`src/rtl/irq_pkg.sv`:
```
// Shared constants, FSM state type and helpers for the interrupt pending front-end.
package irq_pkg;

  localparam int unsigned N_IRQ = 8;
  localparam int unsigned ID_W  = 3;

  typedef enum logic [1:0] {
    IDLE    = 2'd0,
    PRESENT = 2'd1,
    SERVICE = 2'd2
  } irq_state_t;

  // One-hot decode of an encoder index into a per-line vector.
  function automatic logic [N_IRQ-1:0] id_onehot(input logic [ID_W-1:0] id);
    logic [N_IRQ-1:0] v;
    v     = '0;
    v[id] = 1'b1;
    return v;
  endfunction

endpackage

```
`src/rtl/irq_edge_capture.sv`:
```
// Per-line request capture: optional 2-flop synchronizer, previous-value
// register and pending bits with set-over-clear priority.
// Config macro: IRQ_SYNC_EN (defined = synchronize irq_in before capture).
// Ports:
//   clk, rst  : clock, asynchronous active-high reset
//   irq_in    : raw request lines
//   clr       : per-line clear (edge mode only)
//   pending   : captured pending bits
module irq_edge_capture
  import irq_pkg::*;
#(
  parameter bit EDGE_MODE = 1'b1
) (
  input  logic             clk,
  input  logic             rst,
  input  logic [N_IRQ-1:0] irq_in,
  input  logic [N_IRQ-1:0] clr,
  output logic [N_IRQ-1:0] pending
);

  logic [N_IRQ-1:0] irq_s;
  logic [N_IRQ-1:0] irq_prev;

`ifdef IRQ_SYNC_EN
  logic [N_IRQ-1:0] sync_q1;
  logic [N_IRQ-1:0] sync_q2;

  // Two-stage synchronizer for asynchronous request lines.
  always_ff @(posedge clk or posedge rst) begin
    if (rst) begin
      sync_q1 <= '0;
      sync_q2 <= '0;
    end else begin
      sync_q1 <= irq_in;
      sync_q2 <= sync_q1;
    end
  end
  assign irq_s = sync_q2;
`else
  assign irq_s = irq_in;
`endif

  // Previous sample; reset to 0 so a line high at release yields one edge.
  always_ff @(posedge clk or posedge rst) begin
    if (rst) irq_prev <= '0;
    else     irq_prev <= irq_s;
  end

  generate
    if (EDGE_MODE) begin : g_edge
      // New edge applied after the clear so a coincident set is not lost.
      always_ff @(posedge clk or posedge rst) begin
        if (rst) pending <= '0;
        else     pending <= (pending & ~clr) | (irq_s & ~irq_prev);
      end
    end else begin : g_level
      logic unused_level;
      assign unused_level = ^{clr, irq_prev};
      always_ff @(posedge clk or posedge rst) begin
        if (rst) pending <= '0;
        else     pending <= irq_s;
      end
    end
  endgenerate

endmodule

```
`src/rtl/irq_pending_ctrl.sv`:
```
// Interrupt request front-end feeding an 8-to-3 priority encoder: pending
// capture, masking, offer/acknowledge handshake and in-service lockout.
// Config macro: IRQ_SYNC_EN (adds a 2-flop synchronizer on irq_in).
// Ports:
//   clk, rst    : clock, asynchronous active-high reset
//   irq_in      : raw request lines
//   mask        : 1 = line masked (pending bit kept)
//   pend_vec    : pending & ~mask, to encoder a input (combinational)
//   pend_en     : encoder enable, high in PRESENT
//   irq_valid   : request offered, high in PRESENT
//   ack         : acknowledge of offered request
//   enc_id      : encoder index fed back
//   eoi         : end of interrupt
//   in_service  : index captured at ack
//   busy        : high in SERVICE
module irq_pending_ctrl
  import irq_pkg::*;
#(
  parameter bit EDGE_MODE = 1'b1
) (
  input  logic             clk,
  input  logic             rst,
  input  logic [N_IRQ-1:0] irq_in,
  input  logic [N_IRQ-1:0] mask,
  output logic [N_IRQ-1:0] pend_vec,
  output logic             pend_en,
  output logic             irq_valid,
  input  logic             ack,
  input  logic [ID_W-1:0]  enc_id,
  input  logic             eoi,
  output logic [ID_W-1:0]  in_service,
  output logic             busy
);

  irq_state_t       state;
  irq_state_t       state_nxt;
  logic [N_IRQ-1:0] pending;
  logic [N_IRQ-1:0] clr;
  logic [ID_W-1:0]  in_service_nxt;

  irq_edge_capture #(
    .EDGE_MODE(EDGE_MODE)
  ) u_capture (
    .clk     (clk),
    .rst     (rst),
    .irq_in  (irq_in),
    .clr     (clr),
    .pending (pending)
  );

  assign pend_vec = pending & ~mask;

  // Next-state, retire vector and captured index.
  always_comb begin
    state_nxt      = state;
    clr            = '0;
    in_service_nxt = in_service;
    case (state)
      IDLE: begin
        if (|pend_vec) state_nxt = PRESENT;
      end
      PRESENT: begin
        if (ack) begin
          state_nxt      = SERVICE;
          clr            = id_onehot(enc_id);
          in_service_nxt = enc_id;
        end else if (!(|pend_vec)) begin
          state_nxt = IDLE;
        end
      end
      SERVICE: begin
        if (eoi) state_nxt = IDLE;
      end
      default: state_nxt = IDLE;
    endcase
  end

  // State register with outputs registered from the next state.
  always_ff @(posedge clk or posedge rst) begin
    if (rst) begin
      state      <= IDLE;
      pend_en    <= 1'b0;
      irq_valid  <= 1'b0;
      busy       <= 1'b0;
      in_service <= '0;
    end else begin
      state      <= state_nxt;
      pend_en    <= (state_nxt == PRESENT);
      irq_valid  <= (state_nxt == PRESENT);
      busy       <= (state_nxt == SERVICE);
      in_service <= in_service_nxt;
    end
  end

endmodule

```
`config.mk`:
```
export PLATFORM = sky130hd
export DESIGN_NAME = irq_pending_ctrl
export DESIGN_NICKNAME = d
export VERILOG_FILES = /design/src/rtl/irq_pkg.sv /design/src/rtl/irq_edge_capture.sv /design/src/rtl/irq_pending_ctrl.sv
export SDC_FILE = /design/constraint.sdc
export NUM_CORES = 1
export LEC_CHECK = 0
export CORE_MARGIN = 2
export CORE_UTILIZATION = 42
export DETAILED_ROUTE_END_ITERATION = 7
export PLACE_DENSITY = 0.89
export SLEW_MARGIN = 20
export SYNTH_ARGS = -nofsm -noshare
export SYNTH_HDL_FRONTEND = slang
export SYNTH_HIERARCHICAL = 1
export SYNTH_SLANG_ARGS = --single-unit
```
`constraint.sdc`:
```
create_clock -name clk -period 1.3 [get_ports clk]
set_clock_uncertainty 0.05 [all_clocks]
set_input_delay 0.39 -clock clk [delete_from_list [all_inputs] [get_ports clk]]
set_output_delay 0.39 -clock clk [all_outputs]
set_load 0.005 [all_outputs]
```
Yosys cells after proc, flatten, opt, wreduce, memory -nomap -nowiden
Cells that the tools add are included.
- register bits: 23
- latch bits: 0
- RAM bits: 0
- ROM bits: 0
- input port bits: 23
- output and inout port bits: 14
- logic and storage cells: 32
- memories kept: 0
- add/subtract/negate cells: 0
- multipliers: 0
- div/mod/pow operators: 0
- magnitude comparators: 2
- equality and inequality tests: 4
- shift operators: 0
- multiplexer cells: 9
- bitwise gates (word level): 7
- reduce and logical (&&, ||, !) cells: 4
- operator list (kind ; count):
    $and 8x8->8 ; 3
    $not 8->8 ; 3
    $mux 8 ; 2
    $mux 2 ; 4
    $or 8x8->8 ; 1
    $reduce_or 8->1 ; 1
    $pmux 2 s3 ; 1
    $eq 2x1->1 const B ; 2
    $eq 2x2->1 const B ; 2
    $lt 3x4->1 const B ; 1
    $demux 1 s3 ; 1
    $ge 3x1->1 const B ; 1
    $logic_not 2->1 ; 1
    $reduce_and 2->1 ; 1
    $logic_and 1x1->1 ; 1
    $mux 1 ; 1

Logic depth before layout (Yosys ltp)
Gate-level depths: netlist (run 1).
- depth after elaboration: 9
- mapped depth: 3
- depth with buffers taken out: 3

Modules after synthesis
Netlist (run 1), hierarchy kept.
- by module, submodules not included (module ; times used ; cells each ; area an instance (µm²) ; seq. area each (µm²)):
    irq_edge_capture ; 1 ; 41 ; 564.3 ; 400.4
    irq_pending_ctrl ; 1 ; 42 ; 419.2 ; 175.2

Worst setup path after synthesis (run 1)
No wires, ideal clock.
- kind: reg-to-reg
- start: reg state[1]
- end: reg u_capture.pending[0]
- setup time: 0.130 ns
- data arrival time: 0.919 ns
- required time: 1.120 ns
- setup slack: 0.201 ns
- stages on the path, launching flop included: 4
- path buffers: 0
- period minus slack after synthesis: 1.099 ns
- cells stage by stage: dfrtp_1 > nand3b_4 > nor4_1 > o22ai_2
- longest elaborated chain between the ends: 5
- ends and longest elaborated chain (what ; RTL line ; source):
    from (decl) ; irq_pending_ctrl.sv:35 ; irq_state_t state;
    from (signal assigned) ; irq_pending_ctrl.sv:87 ; state <= state_nxt;
    $eq 2x1->1 ; irq_pending_ctrl.sv:58 ; case (state)
    $mux 8 ; irq_pending_ctrl.sv:58 ;
    net clr[0] ; irq_pending_ctrl.sv:38 ; logic [N_IRQ-1:0] clr;
    $not 8->8 ; irq_edge_capture.sv:54 ; else pending <= (pending & ~clr) | (irq_s & ~irq_prev);
    $and 8x8->8 ; irq_edge_capture.sv:54 ;
    $or 8x8->8 ; irq_edge_capture.sv:54 ;
    to (signal assigned) ; irq_edge_capture.sv:54 ;
    to (decl) ; irq_edge_capture.sv:18 ; output logic [N_IRQ-1:0] pending
The timed path passes the listed nets, and every way through them passes these cells.
A chain may end at the register's enable or synchronous reset.

Worst setup path in the final report (run 1)
- start: reg u_capture.pending[6]
- end: out pend_vec[6]
- longest elaborated chain between the ends: 1
- ends and longest elaborated chain (what ; RTL line ; source):
    $and 8x8->8 ; irq_pending_ctrl.sv:51 ; assign pend_vec = pending & ~mask;
    to (decl) ; irq_pending_ctrl.sv:25 ; output logic [N_IRQ-1:0] pend_vec,
No other way between the ends.

==> flow_metrics.tcl, run 1 <==
set metrics [dict create \
    setup_ws_ps -107.6 \
    seq_area_frac_synth_pct 58.52 \
    nNetsFinal 164 \
    p_comb_share_pct 37.5 \
    die_h_um 52.39 \
    finalSetupViolCount 8 \
    synth_top_cell_area_share_pct 58.52 \
    grt_max_degree 17 \
    core_um2 2212 \
    synth_area_um2 983.4 \
    yosys.area.top_type "dfrtp_1" \
    violations "setup timing" \
    fillers 153 \
    gp_congestion 0.7334 \
    slew_violations 0 \
    crit_start "u_capture/pending[6]" \
    intPower_uw 1473 \
    route.detailed.drc 0 \
    antenna_found_initial 0 \
    htree_levels 1 \
    io-pin-count 37 \
    row_count 17 \
    relSlewSlack_pct 79.94 \
    syn_inst 83 \
    grt_pass1_vias 800 \
    clock_latency_ps 310 \
    ant_nets 0 \
    critPathKind "reg2out" \
    root_buffer "clkbuf_4" \
    timing.hold.ws_ps 267.6 \
    dp_hpwl_um 1626 \
    synth_cell_types 16 \
    endpoint_kind "output port" \
    drt_iter0_drc 9 \
    cts_tree "done" \
    clock_sinks 23 \
    first_pass_iters 4 \
    period_minus_slack_ps 1408 \
    postSynthNetCount 106 \
    switching_share_pct 29.84 \
    fin_crit_sh_pct 108.3 \
    clockPowerShare_pct 15.4 \
    powerDensity_nw_per_um2 1336 \
    io_buffers 36 \
    wl_um 2297 \
    r2r_slack_ps 40 \
    reg2reg_to "state[0]" \
    final_area_um2 1572 \
    drive_gt1_share_pct 45.71 \
    synthTopCellsByArea "dfrtp_1 (59%), o22ai_2 (10%), inv_1 (6.9%), nor2b_1 (3.8%), mux2_4 (3.1%)" \
    cp.arrival_ps 970 \
    cts_buffer_depth 2 \
    fp.dieArea_um2 2745 \
    cts_buffers 3 \
    status "finished, violations left" \
    p_leak_uw 0.0008725 \
    grt_pass1_wl_um 3643 \
    syn_to_final_growth_pct 59.80 \
    required_ps 860 \
    seqPwrFrac_pct 47.1 \
    hold_path_class "in2async" \
    initial_core_util_pct 44.46 \
    endpoint "pend_vec[6]" \
    ys_seq_elements 23 \
    ff2ff_path_depth 4 \
    finalHoldViolCount 0 \
    clk_pin_slew_worst_paths_ps 110 \
    track_usage_pct 18.56 \
    via_per_inst 4.714 \
    synth_warnings 6 \
    antenna_cells 0 \
    gr-total-overflow 0 \
    max_clock_freq_mhz 710.4 \
    tightest_slew_ps 298.6 \
    start_kind "flip-flop" \
    die_w_um 52.39 \
    drv_cap 0 \
    routedWlPerCell_um 13.67 \
    r2r_start "u_capture/pending[4]" \
    syn_avg_cell_area_um2 11.85 \
    crit_fanout 2 \
    rsz0062_at_grt "true" \
    switching_power_uw 626.4 \
    dpl_cell_area_um2 1446 \
    dr_total_vias 792 \
    irDropWorstVdd_v 0.0008348 \
]
## cells in the final DEF (no fill, tap or decap), drive strengths merged
master and count:
buf 32, nor2 4, a221oi 2, clkdlybuf4s50 11
nor4 3, mux2 2, dlymetal6s2s 2, nand4b 1
nor2b 8, dfrtp 23, nand3b 1, nand2 6
nor3 4, o22ai 8, nand2b 2, clkbuf 4
inv 18, dlygate4sd2 9
## final cells by class
cell class	instances	area, um2	area share, %
Tap cell	28	35.03	2.229
Multi-Input combinational cell	41	439.2	27.95
Inverter	18	67.56	4.299
Sequential cell	23	576.8	36.70
Timing Repair Buffer	54	426.7	27.15
Clock buffer	4	26.28	1.672
## timing repair
item,in CTS,in global routing
setup endpoints to repair,24,20
pin swaps,6,4
hold buffers,0,0
buffers inserted,9,4
gates resized for setup,85,8
## worst min path at each step
stage	slack (ps)	cells after the start	endpoint	start
2_1_floorplan	140	1	busy	rst
3_3_place_gp	360	1	u_capture/pending[4]	u_capture/irq_prev[4]
3_5_place_dp	370	1	u_capture/pending[0]	u_capture/irq_prev[0]
4_1_cts	270	2	in_service[0]	rst
5_1_grt	270	2	state[1]	rst
6_report	270	2	in_service[1]	rst
## registers in the layout, indices dropped and copies added, names as in the netlist
signal,cells
u_capture/irq_prev,8
u_capture/pending,8
in_service,3
state,2
busy,1
irq_valid,1
## Yosys cell counts
library cell,n
a221oi_1,2
buf_4,1
dfrtp_1,23
inv_1,18
mux2_4,2
nand2_1,6
nand2b_1,2
nand3b_4,1
nand4b_1,1
nor2_1,4
nor2b_1,6
nor2b_2,2
nor3_1,4
nor4_1,1
nor4_2,2
o22ai_2,8
## power by group through the flow
| stage | sequential, uW | clock (uW) | combinational (uW) |
|---|---|---|---|
| floorplan | 976 | 0 | 324 |
| global placement | 980 | 0 | 695 |
| detailed placement | 997 | 0 | 718 |
| CTS | 984 | 330 | 750 |
| global route | 1010 | 373 | 841 |
| finish | 990 | 323 | 787 |
## per-stage QoR
stage / worst slack [ps] / util (%) / cells / power [uW] / setup TNS (ps)
floorplan: 200.7 / - / 83 / 1300 / 0
global placement: -618.1 / 65.38 / 156 / 1675 / -9141
detailed placement: -654.3 / 65.38 / 156 / 1716 / -9829
CTS: -104.8 / 69.23 / 166 / 2063 / -795.3
global route: -161.6 / 71.04 / 168 / 2219 / -1268
finish: -107.6 / 71.04 / 168 / 2099 / -795.3
## critical path, stage by stage (launching register included)
cell	delay, ps
dfrtp_1	410
nor2b_4	130
buf_2	120
## cell families (layout without fill, tap and decap cells)
logic type,Yosys count,count (layout),synth area share [%]
buffers and inverters,19,76,7.633
and+or+nand+nor,29,29,18.83
DFF,23,23,58.52
AOI/OAI and AO/OA,10,10,11.96
muxes,2,2,3.054
## layer usage
layer	track usage [%]	share of wire (%)	vias to the layer above
met5	0	0	-
met4	6.410	1.1	0
met3	2.857	3.7	3
met2	33.33	53	23
met1	22.35	42	382
li1	-	-	384
Note: power is estimated with default switching activity, not from simulation.
==> run 2, diff against run 1 <==
- CORE_MARGIN: 2 -> 1.5
- CORE_UTILIZATION: 42 -> 46
- PLACE_DENSITY: 0.89 -> 0.95
- clock period: 1.3 -> 1.8 ns (I/O delays scaled with it)
==> run 2 against run 1 <==
Against the previous run:
- the run now ends clean
- routed wire length decreased by 2.5%
- cell area decreased by 4.9%
- sequential power decreased by 29%
- sequential cell count unchanged
- clock-buffer cell count decreased by 1
- die area decreased by 12%
- cell count decreased by 2.4%
==> flow_metrics.tcl, run 2 (synthesis gave the netlist of run 1 again) <==
set metrics [dict create \
    endpoint_kind "output port" \
    cts_tree "done" \
    clock_latency_ps 320 \
    ant_nets 0 \
    dr_total_vias 801 \
    die_h_um 49.24 \
    drv_cap 0 \
    status "finished clean" \
    required_ps 1210 \
    first_pass_iters 4 \
    route.detailed.drc 0 \
    drive_gt1_share_pct 34.31 \
    wl_um 2239 \
    dp_hpwl_um 1726 \
    max_clock_freq_mhz 605.0 \
    wl_met3_um 100 \
    cts_buffers 3 \
    antenna_cells 0 \
    regArea_um2 575.6 \
    wl_met1_um 904 \
    htree_levels 1 \
    multiInputGateArea_um2 345.3 \
    tightest_slew_ps 607.8 \
    ff2ff_path_depth 5 \
    min_path_cells 1 \
    nNetsFinal 161 \
    io-pin-count 37 \
    gp_congestion 0.7169 \
    finalPower_uw 1460 \
    root_buffer "clkbuf_4" \
    largestRegisters "u_capture/irq_prev: 8 flops, u_capture/pending: 8 flops, in_service: 3 flops" \
    track_usage_pct 20.87 \
    wl_met2_um 1226 \
    grt_pass1_vias 864 \
    gr-total-overflow 0 \
    fin_crit_sh_pct 91.83 \
    grt_pass1_wl_um 3870 \
    powerDensity_nw_per_um2 976.5 \
    hold_path_class "reg2reg" \
    critPathKind "in2out" \
    cts_buffer_depth 2 \
    start_kind "input port" \
    grt_max_degree 17 \
    top_layer_used "met4" \
    fp.dieArea_um2 2424 \
    fillers 117 \
    final_util_pct 75.44 \
    io_buffers 36 \
    mostFrequentLayoutCell "dfrtp_1" \
    crit_fanout 2 \
    initial_core_util_pct 49.62 \
    drt_iter0_drc 8 \
    clk_pin_slew_worst_paths_ps 120 \
    syn_to_final_growth_pct 52.04 \
    row_count 16 \
    routedWlPerCell_um 13.65 \
    die_w_um 49.24 \
    period_minus_slack_ps 1653 \
    core_um2 1982 \
    rsz0062_at_grt "false" \
    finalSetupViolCount 0 \
    p_leak_uw 0.0008480 \
    clock_sinks 23 \
    via_per_inst 4.884 \
    slew_violations 0 \
    relSlewSlack_pct 59.44 \
    irDropWorstVdd_v 0.0006879 \
    antenna_found_initial 0 \
    finalHoldViolCount 0 \
    cp.arrival_ps 1060 \
    final_cell_mix "dfrtp_1 (23), inv_1 (18), buf_4 (15)" \
]
## run 2: power by group
part	total (uW)	leakage [uW]	internal, uW	switching [uW]
clock	242	0.0000177	83.2	159
combinational	515	0.000579	330	186
sequential	703	0.000251	626	76.7
## run 2: routing by layer
layer	vias to the layer above	global-route usage (%)
met2	26	38.06
met5	-	0
met1	394	25.00
li1	379	-
met4	0	5.714
met3	2	3.681
## run 2: worst paths after layout
| kind | from | to | slack [ps] |
|---|---|---|---|
| worst max-delay path | mask[7] | pend_vec[7] | 150 |
| worst min-delay path | u_capture/irq_prev[2] | u_capture/pending[2] | 390 |
| worst max register to register | u_capture/pending[0] | irq_valid | 360 |
| worst min register to register | u_capture/irq_prev[2] | u_capture/pending[2] | 390 |
| max in group asynchronous | rst | u_capture/pending[0] | 750 |
| min in group asynchronous | rst | in_service[0] | 410 |
## run 2: critical path: stages
cell and delay [ps]:
dlygate4sd2_1 250, nor2b_2 130, buf_2 140
## run 2: area by class of cell
class / count / area share (%)
Multi-Input combinational cell: 41 / 23.10
Sequential cell: 23 / 38.49
Inverter: 18 / 4.519
Tap cell: 27 / 2.259
Timing Repair Buffer: 51 / 29.79
Clock inverter: 1 / 0.3347
Clock buffer: 3 / 1.506
## run 2: metrics by stage
stage | setup TNS [ps] | instance area, um2 | cells | setup WS [ps] | hold slack [ps]
after global placement | -3365 | 1438 | 154 | -432.3 | 364.4
after floorplan | 0 | 983.4 | 83 | 496.1 | 293.4
final | 0 | 1495 | 164 | 147.0 | 390.1
after detailed placement | -3910 | 1438 | 154 | -470.2 | 368.0
after global routing | 0 | 1495 | 164 | 107.9 | 397.7
after CTS | 0 | 1460 | 162 | 0.2912 | 385.3
## run 2: repair_timing
action | 4_1_cts | 5_1_grt
endpoints found under the setup margin | 8 | 8
buffers inserted | 4 | 2
hold buffers | 0 | 0
gates resized for setup | 43 | 8
